`config.mk`:
```
export PLATFORM = sky130hd
export DESIGN_NAME = glb_stream_ingress
export DESIGN_NICKNAME = d
export VERILOG_FILES = /design/src/rtl/glb_stream_ingress.sv
export SDC_FILE = /design/constraint.sdc
export NUM_CORES = 1
export LEC_CHECK = 0
export ABC_CLOCK_PERIOD_IN_PS = 6600
export CORE_MARGIN = 2
export CORE_UTILIZATION = 45
export DETAILED_ROUTE_END_ITERATION = 10
export PLACE_DENSITY = 0.75
export SLEW_MARGIN = 20
export SYNTH_ARGS = -nofsm -noshare
export SYNTH_HDL_FRONTEND = slang
export SYNTH_SLANG_ARGS = --single-unit
export TNS_END_PERCENT = 10
```
`constraint.sdc`:
```
create_clock -name clk -period 6.6 [get_ports clk]
set_input_delay 1.32 -clock clk [delete_from_list [all_inputs] [get_ports clk]]
set_output_delay 1.32 -clock clk [all_outputs]
set_load 0.005 [all_outputs]
```
`src/rtl/glb_stream_ingress.sv`:
```
// Receive stage behind the GLB write stream source: buffers 17-bit tokens in a
// small FIFO, forwards them unchanged, classifies/counts them and flags completion.
module glb_stream_ingress #(
  parameter int DEPTH  = 4,
  parameter int TX_NUM = 1,
  parameter int CNT_W  = 16
) (
  input  logic             clk,
  input  logic             rst,
  input  logic             flush,
  input  logic [16:0]      in_data,
  input  logic             in_valid,
  output logic             in_ready,
  output logic [16:0]      out_data,
  output logic             out_valid,
  input  logic             out_ready,
  output logic             done,
  output logic [CNT_W-1:0] data_count,
  output logic [CNT_W-1:0] stop_count,
  output logic             err_illegal
);

  localparam int AW  = $clog2(DEPTH);
  localparam int DSW = $clog2(TX_NUM + 1);
  localparam logic [AW:0] PTR_ONE = 1;

  typedef enum logic [1:0] {IDLE, RUN, DRAIN, FINISHED} state_t;

  state_t           state;
  logic             armed;
  logic [16:0]      mem [DEPTH];
  logic [AW:0]      wr_ptr;
  logic [AW:0]      rd_ptr;
  logic [AW:0]      occ;
  logic [16:0]      last_data;
  logic [CNT_W-1:0] data_cnt;
  logic [CNT_W-1:0] stop_cnt;
  logic [DSW-1:0]   done_seen;
  logic             err_q;
  logic             empty;
  logic             full;
  logic             push;
  logic             pop;
  logic             is_data;
  logic             is_stop;
  logic             is_done;
  logic             is_illegal;
  logic             final_done;
  logic             drain_empty;

  assign occ   = wr_ptr - rd_ptr;
  assign empty = (wr_ptr == rd_ptr);
  assign full  = (wr_ptr[AW] != rd_ptr[AW]) && (wr_ptr[AW-1:0] == rd_ptr[AW-1:0]);

  assign in_ready  = (state == RUN) && !full && !flush;
  assign out_valid = !empty && !flush;
  assign out_data  = empty ? last_data : mem[rd_ptr[AW-1:0]];

  assign push = in_valid && in_ready;
  assign pop  = out_valid && out_ready;

  assign is_data    = !in_data[16];
  assign is_stop    = in_data[16] && (in_data[9:8] == 2'b00);
  assign is_done    = in_data[16] && (in_data[9:8] == 2'b01) && (in_data[7:0] == 8'd0);
  assign is_illegal = in_data[16] && !is_stop && !is_done;

  assign final_done  = push && is_done && (done_seen == DSW'(TX_NUM - 1));
  // The drain completes on the edge that pops the last buffered token.
  assign drain_empty = empty || ((occ == PTR_ONE) && pop);

  assign done        = (state == FINISHED);
  assign data_count  = data_cnt;
  assign stop_count  = stop_cnt;
  assign err_illegal = err_q;

  always_ff @(posedge clk) begin
    if (push) mem[wr_ptr[AW-1:0]] <= in_data;
  end

  // Control, pointers and counters; flush clears like reset but also arms RUN.
  always_ff @(posedge clk) begin
    if (rst || flush) begin
      state     <= IDLE;
      armed     <= !rst;
      wr_ptr    <= '0;
      rd_ptr    <= '0;
      last_data <= '0;
      data_cnt  <= '0;
      stop_cnt  <= '0;
      done_seen <= '0;
      err_q     <= 1'b0;
    end else begin
      if (push) wr_ptr <= wr_ptr + PTR_ONE;
      if (pop) begin
        rd_ptr    <= rd_ptr + PTR_ONE;
        last_data <= out_data;
      end
      if (push && is_data && (data_cnt != '1)) data_cnt <= data_cnt + CNT_W'(1);
      if (push && is_stop && (stop_cnt != '1)) stop_cnt <= stop_cnt + CNT_W'(1);
      if (push && is_done) done_seen <= done_seen + DSW'(1);
      if (push && is_illegal) err_q <= 1'b1;
      case (state)
        IDLE:     if (armed) state <= RUN;
        RUN:      if (final_done) state <= DRAIN;
        DRAIN:    if (drain_empty) state <= FINISHED;
        FINISHED: state <= FINISHED;
        default:  state <= IDLE;
      endcase
    end
  end

endmodule
```
==> results of run 1 <==
## kinds of logic (layout without fill, tap and decap cells)
kind of cell,after synthesis,in the layout
xor gates and xnor gates,22,22
adders and majority gates,10,10
buffers and inverters,27,118
AOI/OAI and AO/OA,73,73
muxes,36,36
and+or+nand+nor,155,155
DFF,130,130
## placed cells by master, fill, tap and decap left out, types with 2 or more instances in the layout
master	count
bufinv_16	2
clkdlybuf4s50_1	74
o31ai_1	3
ha_1	9
a31o_2	3
nor4bb_1	2
nand2_1	22
o21a_1	3
a211oi_2	2
nand3_1	11
mux2i_1	2
dfxtp_1	61
nor2_1	68
clkbuf_16	17
a211oi_1	6
mux2_2	17
a21oi_1	17
edfxtp_1	69
or3_1	7
o211ai_1	4
nor4_1	3
buf_4	4
clkinvlp_4	3
o21ai_0	25
clkbuf_1	4
nand4_1	6
xor2_1	8
and4_1	4
inv_1	8
a2111oi_0	3
and2_2	2
and2_1	5
or4_1	3
nor3b_1	3
clkinv_2	4
mux4_2	17
xnor2_1	14
nor3_1	5
and3_1	10
## per-stage QoR
| step | util | hold WS [ps] |
|---|---|---|
| floorplan | - | 460.4 |
| global placement | 0.5367 | 473.8 |
| detailed placement | 0.5367 | 497.2 |
| CTS | 0.5838 | 504.6 |
| global route | 0.5842 | 537.3 |
| finish | 0.5842 | 503.0 |
## power by group through the flow
stage / logic (mW) / registers (mW) / clock network [mW]
2_1_floorplan: 0.0157 / 0.872 / 0
3_3_place_gp: 0.0415 / 0.872 / 0
3_5_place_dp: 0.0427 / 0.872 / 0
4_1_cts: 0.0430 / 0.855 / 0.907
5_1_grt: 0.0463 / 0.855 / 0.945
6_report: 0.0427 / 0.855 / 0.892
## final cells by class
| type | count | area share |
|---|---|---|
| flip-flops and latches | 130 | 0.4693 |
| multi-input cells | 296 | 0.3097 |
| repair buffers | 78 | 0.1098 |
| clock buffers | 22 | 0.06473 |
| well taps | 147 | 0.02621 |
| clock inverters | 10 | 0.01587 |
| inverters | 8 | 0.004280 |
## synthesized netlist by cell type, types with 2 or more instances
cell type and instances:
nor4_1 3, a211oi_1 7, nand4_1 6, nor3_1 5, mux2i_1 2, nand3_1 11, clkbuf_1 15, nor3b_1 3
and2_2 2, ha_1 9, xnor2_1 14, mux2_2 17, o21ai_0 25, or3_1 7, and3_1 10, nor4bb_1 2
o21a_1 3, a2111oi_0 3, inv_1 8, nor2_1 69, dfxtp_1 61, a21oi_1 17, o211ai_1 4, and2_1 5
edfxtp_1 69, o31ai_1 3, or4_1 3, xor2_1 8, and4_1 4, mux4_2 17, a31o_2 3, nand2_1 22
buf_1 3
## worst min-delay path, stage by stage, from the launching register on
cell	delay (ps)
dfxtp_1	330
o31ai_1	70
a21oi_1	60
## sequential cells by signal (all words and copies together) (netlist names), 2 cells and up, named ones only
| name | count |
|---|---|
| mem | 68 |
| last_data | 17 |
| data_count | 16 |
| stop_count | 16 |
| rd_ptr | 3 |
| wr_ptr | 3 |
| state | 2 |
## routing by layer
metal / vias up / routed length [µm]
met4: 0 / 198
met1: 1902 / 5123
met5: - / 0
met3: 16 / 476
li1: 1852 / -
met2: 101 / 6054
## path summary, 6_finish.rpt
| check | startpoint | to | slack (ps) |
|---|---|---|---|
| worst max register to register | wr_ptr[0] | mem[3][13] | 3620 |
| worst min register to register | data_count[15] | data_count[15] | 500 |
| worst max-delay path | flush | in_ready | 2290 |
| worst min-delay path | data_count[15] | data_count[15] | 500 |
==> impl_results.md, run 1 <==
- Maximum fanout along the worst path: 6
- DRC errors left: 0
- Sequential fraction of design power: 0.478
- Pre-CTS setup slack: 2272 ps
- Largest net degree at the start of global routing: 27
- Synth Area in Compound Gates: 0.08692
- Dominant cells by area after synthesis: edfxtp_1 (37%), dfxtp_1 (22%), mux4_2 (6.9%), nor2_1 (4.7%), mux2_2 (3.4%)
- Worst slew pin tran: 1020 ps
- Met2 usage: 0.3114
- Sequential cell area: 3293 µm²
- Port-buffer cells: between 70 and 80
- WP buf/inv: 2
- Net switching power: 0.3531 mW
- Setup bufs post-CTS: 0
- FF-to-FF path depth: 5
- Leakage: 2.420 nW
- Die width: approximately 120 µm
- First-pass GRT wire length: 18.94 mm
- Required time worst endpoint: 5280 ps
- Vias post-DR: 3871
- # rows: 40
- Wirelength per Cell: approximately 17 µm
- Initial DRT Pass Iterations: 5
- Final hold viol count: 0
- Share of the synthesized area in the top cell type: 0.3729
- Critical Path AT: 2990 ps
- Critical path's largest stage delay: around 530 ps
- Synth Instances: between 400 and 500
- Minimum period implied by the final worst setup slack: 4314 ps
- P&R area growth vs syn: 26.28%
- Post-Syn Area: ~5600 µm²
- CTS tree: done
- Largest family of logic cells by synthesized area: simple AND/OR/NAND/NOR gates
- Root Driver: clkbuf_16
- Total power: around 1.8 mW
- Clock Power Share: 0.498
- Primary FF master, synth: edfxtp_1
- Fmax: 231.8 MHz
- Fillers: 955
- Slowest CP cell: clkdlybuf4s50_1
- Synth Area in Adders: 0.02387
- Final Non-Filler Cells: 691
- Post-synthesis xor/xnor area fraction: 0.03468
- Ports: 75
- Fin area: around 7000 µm²
- CTS clk-pin slew, worst paths: roughly 50 ps
- Crit Path Class: in2out
- WP depth: 4
- Max-slew violations: 0
- Initial drt markers: 264
- Logic gate share of total power: 0.024
- Vias per cell: roughly 5.6
- Num CTS Buffers: 17
- Async SR Flop Fraction: 0
- Sw Ratio: 0.1973
- Int Pwr: approximately 1.4 mW
- Post-Syn Nets: 485
- Yosys warnings: 0
- Setup TNS: 0 ps
- Vias in the first global route: 3829
- CTS H-tree depth: 4
- Post-synthesis mux area share: 0.1070
- Status: finished, final reports clean
- Hold path cells: 2
- Peak supply drop: 0.1384 mV
- Multi-input logic area: 2173 µm²
- Slew headroom: 0.3198
- Die Ht: 115.1 µm
- EDFF count, synth: between 60 and 70
- Total grt overflow: 0
- Hold-fix buffers, CTS: 0
- Unrepaired setup endpoints after global routing: false
- Hold WC Path Type: reg2reg
- Core ar.: 12010 µm²
- Final WS setup: 2286 ps
- Post-DP Area: 6446 µm²
- Grt met3 use: 0.05535
- Power per cell area: 255.1 nW/µm²
- Antenna Diode Count: 0
- Met1 Usage GRT: 0.2310
- Seq/Total Area, Yosys: 0.5927
- Die Footprint: ~13000 µm²
- Syn avg cell area: 12.27 µm²
- Setup Viol. Count Final: 0
- DP Cell Count: 659
- Starting Density: 0.4626
- Clock Skew: 11.27 ps
- Post-synth top area cell: edfxtp_1
- DP HPWL: 7.616 mm
- Max clock buf depth: 2
- Area share of and/or/nand/nor cells after synthesis: 0.1365
- Routed Antenna Nets: 0
- Cell variety after synth: 46
- Worst skew pair latency: 410 ps
- Share of layout cells above drive strength 1: 0.1434
- Seq cells post-synth: 130
- GPL Wtd Cong: 0.8238
- Initial antenna violation count: 0
- Setup crit end kind: output port
- Clk sink count: 130
- CP top delay family: buffers and inverters
- CP cell instances: clkdlybuf4s50_1, or3b_4, a21oi_1, clkdlybuf4s50_1
- Most Frequent Cell on Critical Path: clkdlybuf4s50_1
- Resize count post-CTS: 0
- Final-stage net count: 563
- Final Cycle Share: 0.6537
- Startpoint Class: primary input
- Top Usage Layer GRT: met2
- Wirelength, routed: 11.85 mm
- Max_cap viols: 0
- Global Route Usage Sum: 0.1893
Note: power is estimated with default switching activity, not from simulation.
==> inputs of run 2 (changes only) <==
ABC_CLOCK_PERIOD_IN_PS = 3900   (was 6600)
PLACE_DENSITY = 0.78   (was 0.75)
clock period = 3.9 ns   (was 6.6 ns; I/O delays follow)
==> run 2 against run 1 <==
Compared with the run above: power is 82% higher; sequential power is 70% higher; global-route usage is 0.98 points higher; non-clock buffer count is 7 higher; via count is 2.4% higher; setup slack worse by 1800 ps; highest routed layer unchanged; wire length is 5.6% higher.
==> impl_results.md, run 2 (synthesis results as in run 1) <==
- Status: finished, final reports clean
- Setup crit end kind: output port
- CP cell instances: inv_1, ha_1, nand2_1, nor2_2, buf_4, mux2_2, clkdlybuf4s50_1
- Critical path's largest stage delay: 450 ps (-80 ps)
- Routed Antenna Nets: 0 (unchanged)
- Resize count post-CTS: 0 (unchanged)
- Setup Viol. Count Final: 0 (unchanged)
- Critical R2R Capture: data_count[15]
- Required time worst endpoint: 3120 ps (-2160 ps)
- Antenna Diode Count: 0 (unchanged)
- Commonest cells after routing, fill and taps aside: clkdlybuf4s50_1 (74), edfxtp_1 (69), nor2_1 (68), dfxtp_1 (61), o21ai_0 (25)
- CTS tree: done
- Leakage: 2.494 nW (+3.0%)
- Max FFs per register: 68 (unchanged)
- RR Startpoint: wr_ptr[0]
- Num CTS Buffers: 17 (unchanged)
- Minimum period implied by the final worst setup slack: 3445 ps
- P&R area growth vs syn: 28.69%
- CTS clk-pin slew, worst paths: 60 ps (about the same)
- Total power: 3.264 mW (+82%)
- FF-to-FF path depth: 7 (+2)
- Die width: 115.1 µm (unchanged)
- Clock Skew: 13.34 ps (+2.071 ps)
- Max clock buf depth: 2 (unchanged)
- Hold Slack: 500.2 ps (-2.778 ps)
- Largest net degree at the start of global routing: 27 (unchanged)
- Setup bufs post-CTS: 0 (unchanged)
- Global Route Usage Sum: 0.1991 (+0.009795)
- DRC errors left: 0 (unchanged)
- Setup TNS: 0 ps (unchanged)
- Final Cycle Share: 0.8833
- Startpoint Class: flop
- Max_cap viols: 0 (unchanged)
- Core ar.: 12010 µm² (unchanged)
- Hold-fix buffers, CTS: 0 (unchanged)
- First-pass GRT wire length: 20.12 mm (+6.2%)
- Final-stage net count: 570 (+1.2%)
- Total grt overflow: 0 (unchanged)
- Vias in the first global route: 3978 (+3.9%)
- Root Driver: clkbuf_16
- Vias per cell: 5.676 (+1.3%)
- Fmax: 290.3 MHz
- WHS Endpoint: data_count[15]
- Hold WC Path Type: reg2reg
- Hold path cells: 2 (unchanged)
- Slew headroom: 0.4216 (+0.1017)
- Port-buffer cells: 74 (unchanged)
- Final hold viol count: 0 (unchanged)
- Initial DRT Pass Iterations: 5 (unchanged)
- Vias post-DR: 3962 (+2.4%)
- Worst slew pin tran: 866.4 ps (-153.8 ps)
- Flop2flop setup slack: 1210 ps (-2410 ps)
- Die Footprint: 13250 µm² (unchanged)
- Layout Utilization: 0.5953 (+0.01115)
- GPL Wtd Cong: 0.8478 (+2.9%)
- CTS H-tree depth: 4 (unchanged)
- # rows: 40 (unchanged)
- Unrepaired setup endpoints after global routing: false
- Max-slew violations: 0 (unchanged)
- Wirelength per Cell: 17.94 µm (+4.6%)
- Initial drt markers: 304 (+15%)
- Share of layout cells above drive strength 1: 0.1579 (+0.01451)
- Ports: 75 (unchanged)
- Starting Density: 0.4626 (unchanged)
- Crit Path Class: reg2out
- Power per cell area: 456.4 nW/µm² (+79%)
- Most common cell after layout, fill and taps aside: clkdlybuf4s50_1
- Maximum fanout along the worst path: 19 (+13)
- Clk sink count: 130 (unchanged)
- Peak supply drop: 0.2339 mV (+69%)
- Critical Path AT: 2660 ps (-330 ps)
- Initial antenna violation count: 0 (unchanged)
- Wirelength, routed: 12.52 mm (+5.6%)
- Slowest CP cell: clkdlybuf4s50_1
- Die Ht: 115.1 µm (unchanged)
- DP HPWL: 7.992 mm (+4.9%)
- Worst skew pair latency: 410 ps (about the same)
- Worst Hold Launch: data_count[15]
-- run 2: changes by cell type in the layout (fill, tap and decap cells not counted), sizes merged --
cell      delta
clkinvlp     -1
bufinv       +3
clkinv       -1
inv          +1
clkbuf       -2
buf          +7
-- run 2: worst max-delay path by stage --
stage / startpoint / to / slack [ps] / cells past startpoint
after floorplan: wr_ptr[0] / out_data[0] / 1120 / 7
after global placement: flush / in_ready / 660 / 4
after detailed placement: flush / data_count[15] / 580 / 6
after CTS: wr_ptr[0] / out_data[6] / 440 / 7
after global routing: wr_ptr[0] / out_data[6] / 320 / 7
final: wr_ptr[0] / out_data[8] / 460 / 7
-- run 2: cell type report --
cell class	instances	area (µm²)
sequential	130	3293
fill	908	4861
multi-input combinational	296	2168
inverter	8	30.03
clock inverter	12	205.2
clock buffer	20	446.7
timing repair buffer	85	823.3
tap	147	183.9
-- run 2: where the power goes --
| group | internal (mW) | switching (mW) | total (mW) |
|---|---|---|---|
| Sequential | 1.44 | 0.00234 | 1.45 |
| Combinational | 0.0347 | 0.0398 | 0.0745 |
| Clock | 1.16 | 0.588 | 1.74 |
-- run 2: through the flow --
stage,cell area [µm²],std cells,setup WS [ps]
5_1_grt,7151,698,322.8
6_report,7151,698,455.2
4_1_cts,7151,698,439.3
3_5_place_dp,6499,666,581.4
2_1_floorplan,5557,453,1122
3_3_place_gp,6499,666,657.4
-- run 2: worst max-delay path, delay by kind of cell (launching register included) --
family	cells	cell delay, ps
AND/OR/NAND/NOR	2	220
adder cells (fa/ha/maj)	1	320
multiplexers	1	420
flip-flops	1	420
buffers and inverters	3	880
-- run 2: per-layer routing --
metal | global-route usage | vias up | part of all wire
met5 | 0 | - | 0
met1 | 0.2520 | 1932 | 0.41
li1 | - | 1859 | -
met3 | 0.05008 | 27 | 0.057
met2 | 0.3216 | 144 | 0.50
met4 | 0.09639 | 0 | 0.028
==> patch 1, RTL diff (settings of run 1) <==
Re-encode `state_t` (4 states) as one-hot, 4 bits wide.
--- a/src/rtl/glb_stream_ingress.sv
+++ b/src/rtl/glb_stream_ingress.sv
@@ -26,3 +26,3 @@
 
-  typedef enum logic [1:0] {IDLE, RUN, DRAIN, FINISHED} state_t;
+  typedef enum logic [3:0] {IDLE = 4'b0001, RUN = 4'b0010, DRAIN = 4'b0100, FINISHED = 4'b1000} state_t;
 
Behaviour: no difference found for any inputs over 10 cycles, from zero or initial values; not proved beyond that.
==> patch 1 against run 1 <==
  * Clock power increased by 2.9%
  * Synthesized area increased by 3.1%
  * Core utilization decreased by 0.96 points
  * Cell count increased by 5.6%
  * Total power increased by 1.6%
  * Setup slack improved by 3.4 ps
  * Sequential cell count increased by 2
  * Die area increased by 3.0%
  * Hold slack got worse by 27 ps
  * Routed wire length increased by 3.4%
  * Design area increased by 2.5%
==> patch 1: results (changes against run 1) <==
| Metric | Value |
|---|---|
| Status | `complete, no violations` |
| DR WL/cell | `16.8 microns (-2.1%)` |
| Synth async-reset ratio | `0% (unchanged)` |
| Synth top area cells | `edfxtp_1 36%, dfxtp_1 22%, mux4_2 6.7%, nor2_1 5.2%, xnor2_1 3.7%` |
| DRT Pass-1 Iters | `4 (-1)` |
| Inserted Diodes | `0 (unchanged)` |
| Vias in the first global route | `3846 (+0.44%)` |
| Worst slack at placement | `2430 ps (+157 ps)` |
| Syn_nets | `501 (+3.3%)` |
| Largest net degree at the start of global routing | `24 (-11%)` |
| Routed via count | `3910 (+1.0%)` |
| Comb power frac | `2.0% (-0.4 points)` |
| Clock Pin Slew Worst Setup and Hold Paths | `60 ps` |
| Worst skew pair latency | `410 ps (about the same)` |
| Reg2Reg Depth | `6 (+1)` |
| Number of flops mapped to enable cells by yosys | `69 (unchanged)` |
| Tot GR Track Use | `19.5% (+0.60 points)` |
| CP arrival | `2990 ps (about the same)` |
| Yosys warns | `0 (unchanged)` |
| Max-slew headroom | `31.1% (-0.91 points)` |
| Reg2reg setup slack | `4000 ps (+380 ps)` |
| Worst hold path type | `register to register` |
| # Post-CTS Setup Buffers | `0 (unchanged)` |
| Seq/Total Area, Yosys | `58.2% (-1.1 points)` |
| Max clock buf depth | `2 (unchanged)` |
| Dpl cells | `699 (+6.1%)` |
| Share of layout cells above drive strength 1 | `15.1% (+0.72 points)` |
| Routed WL | `12.3 mm (+3.4%)` |
| FMAX | `232 MHz (about the same)` |
| Max reg flops | `68 (unchanged)` |
| Fin nets | `578 (+2.7%)` |
| GPL Wtd Cong | `0.818 (-0.67%)` |
| WHS | `476 ps (-27.2 ps)` |
| Netlist cell types | `58 (+26%)` |
| DP HPWL | `7.90 mm (+3.8%)` |
| Post-synth top cells | `80 x nor2_1, 69 x edfxtp_1, 63 x dfxtp_1` |
| Primary FF master, synth | `edfxtp_1` |
| VDD IR max | `0.194 mV (+40%)` |
| 1st-iter DRT viols | `277 (+4.9%)` |
| Post-Route Skew | `6.83 ps (-4.44 ps)` |
| Fill count | `1062 (+11%)` |
| Post-Syn Area per Cell | `12.2 sq um (-0.43%)` |
| Internal | `1.44 mW (+0.13%)` |
| Hold-critical path depth | `2 (unchanged)` |
| Dpl cell area | `0.00661 sq mm (+2.6%)` |
| PortBufs | `74 (unchanged)` |
| Initial antenna violation count | `0 (unchanged)` |
| First-pass GRT wire length | `19.8 mm (+4.7%)` |
| H-tree levels | `4 (unchanged)` |
| Root Buffer | `clkbuf_16` |
| Leakage | `2.40 nW (-0.91%)` |
| Critical Path Fanout Max | `20 (+14)` |
[patch 1: worst max-delay path: stages, from the launching register on]
cell	delay, ps
dfxtp_1	390
inv_1	100
ha_1	330
and3_1	860
mux2_2	440
clkdlybuf4s50_1	450
[patch 1: power groups by stage]
stage	Combinational (mW)	Clock, mW	Sequential [mW]
after floorplan	0.0115	0	0.882
after global placement	0.0340	0	0.882
after detailed placement	0.0355	0	0.883
after CTS	0.0360	0.936	0.865
after global routing	0.0385	0.970	0.865
final	0.0355	0.918	0.865
[patch 1: area by class of cell]
type	instances	area, sq um	share of cell area, %
clock inverter	14	155	2.16
sequential	132	3330	46.3
clock buffer	17	425	5.92
tap	172	215	2.99
inverter	9	33.8	0.470
timing repair buffer	78	771	10.7
multi-input combinational	308	2260	31.4
[patch 1: routing by layer]
metal,up-vias,wire length [microns],global-route usage [%]
met5,-,0,0
met2,119,6080,32.3
met1,1897,5380,25.3
met3,7,702,4.74
met4,0,97,7.06
li1,1887,-,-
[patch 1: path summary, 6_finish.rpt]
kind	end	from
setup / recovery	out_data[1]	wr_ptr[0]
hold / removal	done_seen	done_seen
setup reg to reg	register	wr_ptr[0]
hold reg to reg	done_seen	done_seen
[patch 1: cell families after synthesis]
family | count (synthesis) | synth area share (%)
buf+inv | 29 | 2.38
compound gates | 52 | 5.77
simple gates | 184 | 16.9
flops | 132 | 58.2
xor+xnor | 27 | 4.26
mux | 35 | 10.2
fa+ha+maj | 10 | 2.32
==> patch 2, RTL diff (config.mk and constraints of run 1) <==
Made on the original files. Change the parameter `TX_NUM` from 1 to 2.
--- a/src/rtl/glb_stream_ingress.sv
+++ b/src/rtl/glb_stream_ingress.sv
@@ -4,3 +4,3 @@
   parameter int DEPTH  = 4,
-  parameter int TX_NUM = 1,
+  parameter int TX_NUM = 2,
   parameter int CNT_W  = 16
Behaviour: not the same (Yosys sat finds a counterexample within 4 cycles, from zero or initial values).
==> patch 2 against run 1 <==
  * Non-clock buffer count decreased by 1
  * First-iteration DRC count increased by 5.3%
  * Design area increased by 1.5%
  * Sequential share of layout area decreased by 0.40 points
  * Combinational power decreased by 1%
  * Total power increased by 2.9%
  * Sequential cell count increased by 1
  * Core utilization increased by 0.62 points
  * Synthesized area increased by 0.74%
  * Setup slack improved by 240 ps
  * Routed wire length decreased by 0.69%
  * Largest power group unchanged
==> patch 2: results (changes against run 1) <==
| Metric | Value |
|---|---|
| Status | `complete, no violations` |
| Max-slew headroom | `29.0% (-3.0 points)` |
| Post-Route Skew | `7.68 ps (-3.58 ps)` |
| Fill count | `953 (-0.21%)` |
| First-pass GRT wire length | `19.1 mm (+1.1%)` |
| Syn Inst Count | `440 (-2.9%)` |
| Area occupied by multi-input gates | `0.00219 sq mm (+0.86%)` |
| Post-synth top cells | `69 x edfxtp_1, 62 x dfxtp_1, 46 x nor2_1` |
| XOR/XNOR Fraction of Synth Area | `2.32% (-1.1 points)` |
| Hold wc startpoint | `last_data[8]` |
| Multiplexer area fraction after synthesis | `13.7% (+3.0 points)` |
| Routed via count | `3822 (-1.3%)` |
| Seq/Total Area, Yosys | `59.2% (-0.080 points)` |
| Capture point of the worst path | `out_data[0]` |
| Final Util | `59.0% (+0.62 points)` |
| Tot GR Track Use | `19.0% (+0.046 points)` |
| Sequential cell area share | `46.5% (-0.40 points)` |
| Non-clk bufs | `77 (-1.3%)` |
| Reg2reg setup slack | `3670 ps (+50 ps)` |
| Fin nets | `553 (-1.8%)` |
| GPL Wtd Cong | `0.815 (-1.1%)` |
| Critical path type | `register to output port` |
| Drt via density | `5.45 (-2.7%)` |
| Netlist cell types | `49 (+6.5%)` |
| Dpl cell area | `0.00652 sq mm (+1.1%)` |
| CP delay by family, top | `simple AND/OR/NAND/NOR gates` |
| Critical Path Fanout Max | `19 (+13)` |
| P&R area growth vs syn | `27.2%` |
| WHS | `488 ps (-15.0 ps)` |
| Buffering overhead | `10.7% (-0.27 points)` |
| Final min period | `4080 ps (-237 ps)` |
| CP arrival | `2760 ps (-230 ps)` |
| Non-clk invs | `12 (+4)` |
| Largest net degree at the start of global routing | `39 (+44%)` |
| Synth top area cells | `edfxtp_1 37%, dfxtp_1 22%, mux4_2 6.8%, mux2_2 3.4%, mux2i_1 3.4%` |
| DRT Pass-1 Iters | `4 (-1)` |
| WHS Endpoint | `last_data[8]` |
| Clock buf count | `17 (-23%)` |
| Routed WL | `11.8 mm (-0.69%)` |
| Sw Pwr | `398 uW (+13%)` |
| 1st-iter DRT viols | `278 (+5.3%)` |
| Clk cell area share | `8.38% (+0.32 points)` |
| Synth Register Bits | `131 (+0.77%)` |
| Tap cell count | `168 (+14%)` |
| #MultiIn Comb | `281 (-5.1%)` |
| Synth Area in Compound Gates | `7.58% (-1.1 points)` |
| Syn_nets | `473 (-2.5%)` |
| Dpl cells | `669 (+1.5%)` |
| Share of layout cells above drive strength 1 | `14.6% (+0.30 points)` |
| VDD IR max | `0.180 mV (+30%)` |
| Slowest CP cell | `nor2_4` |
| Post-synthesis adder-cell area fraction | `2.59% (+0.21 points)` |
| DP HPWL | `7.69 mm (+0.99%)` |
patch 2: cell count changes in the layout (fill, tap and decap cells not counted), moves of 5 or more:
cell / run 1 / this run
xor2_1: 8 / 3
and3_1: 10 / 2
nor2_1: 68 / 45
mux2i_1: 2 / 19
a21oi_1: 17 / 28
o21ai_0: 25 / 9
inv_6: 0 / 5
or3_1: 7 / 12
patch 2: power by group through the flow:
stage          Sequential (mW)  Clock [mW]  Combinational, mW
3_5_place_dp             0.878           0             0.0423
6_report                 0.860       0.940             0.0421
3_3_place_gp             0.878           0             0.0411
2_1_floorplan            0.878           0             0.0156
4_1_cts                  0.860       0.952             0.0425
5_1_grt                  0.860       0.987             0.0459
patch 2: per-layer routing:
layer / part of all wire, % / global-route usage, % / wire (microns) / vias to the layer above
met5: 0 / 0 / 0 / -
met1: 43 / 23.1 / 5040 / 1896
li1: - / - / - / 1830
met4: 1.6 / 8.43 / 183 / 0
met3: 3.7 / 4.60 / 434 / 12
met2: 52 / 32.1 / 6110 / 84
